--- config.mk ---
export PLATFORM = sky130hd
export DESIGN_NAME = lsu_bus_master
export DESIGN_NICKNAME = d
export VERILOG_FILES = /design/src/rtl/lsu_bus_master.sv
export SDC_FILE = /design/constraint.sdc
export NUM_CORES = 1
export LEC_CHECK = 0
export BUFFER_PORTS_ARGS = -buffer_cell sky130_fd_sc_hd__buf_4
export CAP_MARGIN = 20
export CORE_MARGIN = 4
export CORE_UTILIZATION = 60
export DETAILED_ROUTE_END_ITERATION = 6
export GPL_ROUTABILITY_DRIVEN = 0
export PLACE_DENSITY_LB_ADDON = 0.3
export SLEW_MARGIN = 15
export SYNTH_ARGS = -nofsm -noshare
export SYNTH_HDL_FRONTEND = slang
export SYNTH_SLANG_ARGS = --single-unit
--- constraint.sdc ---
create_clock -name clk -period 4.4 [get_ports clk]
set_input_delay 0.22 -clock clk [delete_from_list [all_inputs] [get_ports clk]]
set_output_delay 0.22 -clock clk [all_outputs]
set_load 0.02 [all_outputs]
--- src/rtl/lsu_bus_master.sv ---
// Load/store initiator: turns one byte-addressed core access into one or two
// word-aligned memory transactions and returns extended load data.
module lsu_bus_master #(
    parameter int unsigned width = 32,
    parameter int unsigned lanes = width / 8
) (
    input  logic             clk,
    input  logic             rst,
    input  logic             req_valid,
    output logic             req_ready,
    input  logic             req_we,
    input  logic [2:0]       req_func3,
    input  logic [width-1:0] req_addr,
    input  logic [width-1:0] req_wdata,
    output logic             resp_valid,
    output logic [width-1:0] resp_rdata,
    output logic             resp_err,
    output logic             mem_req,
    output logic             mem_we,
    output logic [width-1:0] mem_addr,
    output logic [lanes-1:0] mem_be,
    output logic [width-1:0] mem_wdata,
    input  logic             mem_ack,
    input  logic [width-1:0] mem_rdata
);

    typedef enum logic [1:0] {IDLE, ACC0, ACC1, RESP} state_t;

    state_t             state_q, state_d;
    logic               we_q, we_d;
    logic [2:0]         func3_q, func3_d;
    logic [1:0]         off_q, off_d;
    logic [width-1:0]   wdata_q, wdata_d;
    logic               split_q, split_d;
    logic [width-1:0]   w0_q, w0_d;

    logic               mem_req_q, mem_req_d;
    logic               mem_we_q, mem_we_d;
    logic [width-1:0]   mem_addr_q, mem_addr_d;
    logic [lanes-1:0]   mem_be_q, mem_be_d;
    logic [width-1:0]   mem_wdata_q, mem_wdata_d;
    logic               resp_valid_q, resp_valid_d;
    logic [width-1:0]   resp_rdata_q, resp_rdata_d;
    logic               resp_err_q, resp_err_d;

    logic [1:0]         src_size;
    logic [1:0]         src_off;
    logic [width-1:0]   src_wdata;
    logic [2*lanes-1:0] size_mask;
    logic [3:0]         size_bytes;
    logic [2*lanes-1:0] be_shift;
    logic [2*width-1:0] wd_shift;
    logic               split_now;
    logic               legal;
    logic [width-1:0]   rd_hi, rd_lo, raw;
    logic [width-1:0]   load_data;

    // Lane placement uses the live request in IDLE and the latched one after;
    // the upper halves of the shifted mask/data form the second access.
    always_comb begin
        if (state_q == IDLE) begin
            src_size  = req_func3[1:0];
            src_off   = req_addr[1:0];
            src_wdata = req_wdata;
        end else begin
            src_size  = func3_q[1:0];
            src_off   = off_q;
            src_wdata = wdata_q;
        end
        case (src_size)
            2'b00: begin
                size_mask  = (2*lanes)'(1);
                size_bytes = 4'd1;
            end
            2'b01: begin
                size_mask  = (2*lanes)'(3);
                size_bytes = 4'd2;
            end
            default: begin
                size_mask  = (2*lanes)'(15);
                size_bytes = 4'd4;
            end
        endcase
        be_shift  = size_mask << src_off;
        wd_shift  = {{width{1'b0}}, src_wdata} << {src_off, 3'b000};
        split_now = ({2'b00, src_off} + size_bytes) > 4'd4;
    end

    always_comb begin
        case (req_func3)
            3'b000, 3'b001, 3'b010: legal = 1'b1;
            3'b100, 3'b101:         legal = !req_we;
            default:                legal = 1'b0;
        endcase
    end

    always_comb begin
        if (state_q == ACC1) begin
            rd_hi = mem_rdata;
            rd_lo = w0_q;
        end else begin
            rd_hi = '0;
            rd_lo = mem_rdata;
        end
        raw = width'({rd_hi, rd_lo} >> {off_q, 3'b000});
        case (func3_q)
            3'b000:  load_data = {{(width-8){raw[7]}}, raw[7:0]};
            3'b001:  load_data = {{(width-16){raw[15]}}, raw[15:0]};
            3'b010:  load_data = raw;
            3'b100:  load_data = {{(width-8){1'b0}}, raw[7:0]};
            3'b101:  load_data = {{(width-16){1'b0}}, raw[15:0]};
            default: load_data = '0;
        endcase
    end

    always_comb begin
        state_d      = state_q;
        we_d         = we_q;
        func3_d      = func3_q;
        off_d        = off_q;
        wdata_d      = wdata_q;
        split_d      = split_q;
        w0_d         = w0_q;
        mem_req_d    = mem_req_q;
        mem_we_d     = mem_we_q;
        mem_addr_d   = mem_addr_q;
        mem_be_d     = mem_be_q;
        mem_wdata_d  = mem_wdata_q;
        resp_valid_d = 1'b0;
        resp_rdata_d = '0;
        resp_err_d   = 1'b0;
        case (state_q)
            IDLE: begin
                if (req_valid) begin
                    we_d    = req_we;
                    func3_d = req_func3;
                    off_d   = req_addr[1:0];
                    wdata_d = req_wdata;
                    split_d = split_now;
                    if (!legal) begin
                        state_d      = RESP;
                        resp_valid_d = 1'b1;
                        resp_err_d   = 1'b1;
                    end else begin
                        state_d     = ACC0;
                        mem_req_d   = 1'b1;
                        mem_we_d    = req_we;
                        mem_addr_d  = {req_addr[width-1:2], 2'b00};
                        mem_be_d    = be_shift[lanes-1:0];
                        mem_wdata_d = wd_shift[width-1:0];
                    end
                end
            end
            ACC0: begin
                if (mem_ack) begin
                    if (!we_q) begin
                        w0_d = mem_rdata;
                    end
                    if (split_q) begin
                        state_d     = ACC1;
                        mem_addr_d  = mem_addr_q + width'(lanes);
                        mem_be_d    = be_shift[2*lanes-1:lanes];
                        mem_wdata_d = wd_shift[2*width-1:width];
                    end else begin
                        state_d      = RESP;
                        mem_req_d    = 1'b0;
                        resp_valid_d = 1'b1;
                        resp_rdata_d = we_q ? '0 : load_data;
                    end
                end
            end
            ACC1: begin
                if (mem_ack) begin
                    state_d      = RESP;
                    mem_req_d    = 1'b0;
                    resp_valid_d = 1'b1;
                    resp_rdata_d = we_q ? '0 : load_data;
                end
            end
            RESP:    state_d = IDLE;
            default: state_d = IDLE;
        endcase
    end

    always_ff @(posedge clk) begin
        if (rst) begin
            state_q      <= IDLE;
            we_q         <= 1'b0;
            func3_q      <= '0;
            off_q        <= '0;
            wdata_q      <= '0;
            split_q      <= 1'b0;
            w0_q         <= '0;
            mem_req_q    <= 1'b0;
            mem_we_q     <= 1'b0;
            mem_addr_q   <= '0;
            mem_be_q     <= '0;
            mem_wdata_q  <= '0;
            resp_valid_q <= 1'b0;
            resp_rdata_q <= '0;
            resp_err_q   <= 1'b0;
        end else begin
            state_q      <= state_d;
            we_q         <= we_d;
            func3_q      <= func3_d;
            off_q        <= off_d;
            wdata_q      <= wdata_d;
            split_q      <= split_d;
            w0_q         <= w0_d;
            mem_req_q    <= mem_req_d;
            mem_we_q     <= mem_we_d;
            mem_addr_q   <= mem_addr_d;
            mem_be_q     <= mem_be_d;
            mem_wdata_q  <= mem_wdata_d;
            resp_valid_q <= resp_valid_d;
            resp_rdata_q <= resp_rdata_d;
            resp_err_q   <= resp_err_d;
        end
    end

    assign req_ready  = (state_q == IDLE);
    assign resp_valid = resp_valid_q;
    assign resp_rdata = resp_rdata_q;
    assign resp_err   = resp_err_q;
    assign mem_req    = mem_req_q;
    assign mem_we     = mem_we_q;
    assign mem_addr   = mem_addr_q;
    assign mem_be     = mem_be_q;
    assign mem_wdata  = mem_wdata_q;

endmodule

==> run metrics <==
routed wire length 29100 um; Max Slew Vio Count 0; antenna diode count 0; I/O pins 209; DR top layer met4; CP startpoint kind flip-flop; CTS Buf Count 17; core area 0.01589 mm^2; switching power 3426 uW; Routed Antenna Nets 0; commonest non-fill, non-tap cell in the layout buf_4; maximum operating frequency 331.7 MHz; Hold Path Class input pin to flip-flop; RSZ-0062 raised after global routing false; post-CTS resize count 0; via count 9944; clock share of power 0.191; largest net degree at the start of global routing 93; Nets 1482; Rows 46; Yosys cell types 67; Internal 4179 uW; Sink Count 175; Avg Cell Area, Syn 7.884 um^2; IO buf count 206; power per standard cell area 644.1 mW/mm^2; part of the cycle the worst path needs 0.6852; Syn Inst Count 1231; GRT Total Usage 0.3098; yosys warns 0; Post-CTS Setup Repair Bufs 0; sw frac 0.4505; cell area after synthesis 0.009706 mm^2; initial drt markers 1187; Final Critical Period 3.015 ns; HPWL after DPL 20150 um; Worst EP required 4.68 ns; Metal-1 WL 11480 um; final hold vios 0; worst clock skew 0.01353 ns; Horiz. Die Dim 135.2 um; CTS Buffer Depth 2; Reg power frac 0.303; Placed Instance Area 0.01125 mm^2; fillers 1257; met3 WL 2590 um; most frequent cells in the layout buf_4 (222), nand2_1 (208), dfxtp_1 (174); vias per inst 6.227; remaining global-route overflow 0; Die Y-Extent 135.2 um; non-filler cells, final 1597; layout cells sized above 1 0.2194; DRT Pass-1 Iters 6; Synth Register Bits 175; combinational share of power 0.505; Layout area overhead 21.66%; DRC errors left 0; Slew @ Worst Pin 1.008 ns; sequential area share after synthesis 0.3610; clk slew on worst S/H paths 0.07 ns; static leakage 0.004533 uW; crit path kind flip-flop to flip-flop; CTS tree built; crit path max fanout 45; finished layout cell area 0.01181 mm^2; MaxCap Viol Count 0; worst relative slew slack 0.3281; global-route wire length before repair 45650 um; metal2 WL 13570 um; status finished clean; initial antenna violation count 0; full die area 0.01828 mm^2; number of synthesized flops with an enable pin 0; vias in the first global route 9094; Worst EP arrival 3.30 ns; final setup TNS 0 ns; R2R Setup Slk 1.39 ns; mean routed wirelength per cell 18.22 um; Hold WS 0.03404 ns; H-Tree Depth 4; post-placement cell count 1565; Async SR Flop Fraction 0; Initial Utilization 0.6110; Worst setup EP type flip-flop; Final setup viols 0; CTS root buffer clkbuf_16; peak supply drop 0.0004645 V; Hold-fix buffers, CTS 0; ys flop type dfxtp_1; Clock Latency Late Sink 0.44 ns
==> cell families after synthesis <==
kind of cell	count (synthesis)	share of synthesized area
flip-flops	175	0.3610
other	1	0.0003864
buffers and inverters	126	0.05234
XOR/XNOR	1	0.0009026
AND/OR/NAND/NOR	451	0.2175
multiplexers	105	0.1284
adder cells (fa/ha/maj)	10	0.01367
AO/OA/AOI/OAI	362	0.2259
==> per-layer routing <==
metal	track usage	up-vias
met5	0	-
met4	0.1663	0
met3	0.05906	93
met2	0.4864	498
met1	0.4052	4662
li1	-	4691
==> power groups by stage <==
stage          sequential (uW)  clock (uW)  combinational (uW)
2_1_floorplan             2510           0                2390
3_3_place_gp              2320           0                3670
3_5_place_dp              2320           0                3760
4_1_cts                   2300        1460                3800
5_1_grt                   2350        1540                4170
6_report                  2310        1460                3840
==> flip-flops by register name (all words and copies together), names as in the netlist <==
signal and count:
mem_wdata 32, resp_rdata 32, w0_q 32, wdata_q 32, mem_addr 30, mem_be 4, func3_q 3, off_q 2
state_q 2, mem_req 1, mem_we 1, resp_err 1, resp_valid 1, split_q 1, we_q 1
==> critical path, cell delays in order (launching register included) <==
cell and delay, ns:
dfxtp_1 0.35, inv_1 0.12, ha_2 0.31, buf_4 0.45, and3_1 0.29, o221a_2 0.56
buf_4 0.37, o21ai_0 0.16, a21oi_1 0.16, nor3_1 0.07
==> final timing paths <==
check                start      endpoint  cells after the start
max             state_q[1]  mem_wdata[5]                      9
min          req_wdata[28]   wdata_q[28]                      3
max reg2reg     state_q[1]  mem_wdata[5]                      9
min reg2reg    wdata_q[31]   wdata_q[31]                      2
==> metrics by stage <==
step | power, uW | utilization | setup slack (ns)
global route | 8067 | 0.7433 | 1.148
floorplan | 4900 | - | 1.557
CTS | 7557 | 0.7433 | 1.458
global placement | 5991 | 0.7072 | 1.599
finish | 7606 | 0.7433 | 1.385
detailed placement | 6084 | 0.7079 | 1.484
==> cell usage after synthesis (all sizes together), types with 8 or more instances <==
cell type  count  share of area
nand2        208          0.080
dfxtp        175           0.36
a21oi        163          0.084
nor2          78          0.030
mux2i         75          0.077
clkbuf        73          0.028
o21ai         59          0.030
a211oi        47          0.036
nor3          36          0.019
buf           33          0.016
nand3         31          0.017
nor2b         30          0.019
inv           19         0.0073
mux2          16          0.019
mux4          14          0.032
nand2b        14         0.0090
nand4         12          0.011
o22ai         11         0.0071
o31ai         11         0.0085
a221oi        10         0.0090
a22oi          9         0.0070
ha             9          0.012
o2111ai        9         0.0081
a31oi          8         0.0052
or3            8         0.0052
==> area by class of cell <==
type | count | area, um^2 | share of cell area
Multi-Input combinational cell | 931 | 5715 | 0.4841
Sequential cell | 175 | 3507 | 0.2970
Timing Repair Buffer | 223 | 1678 | 0.1421
Clock buffer | 18 | 429.2 | 0.03635
Tap cell | 216 | 270.3 | 0.02289
Clock inverter | 14 | 132.6 | 0.01123
Inverter | 20 | 75.07 | 0.006358
No activity file was read; power rests on OpenSTA's default activity.
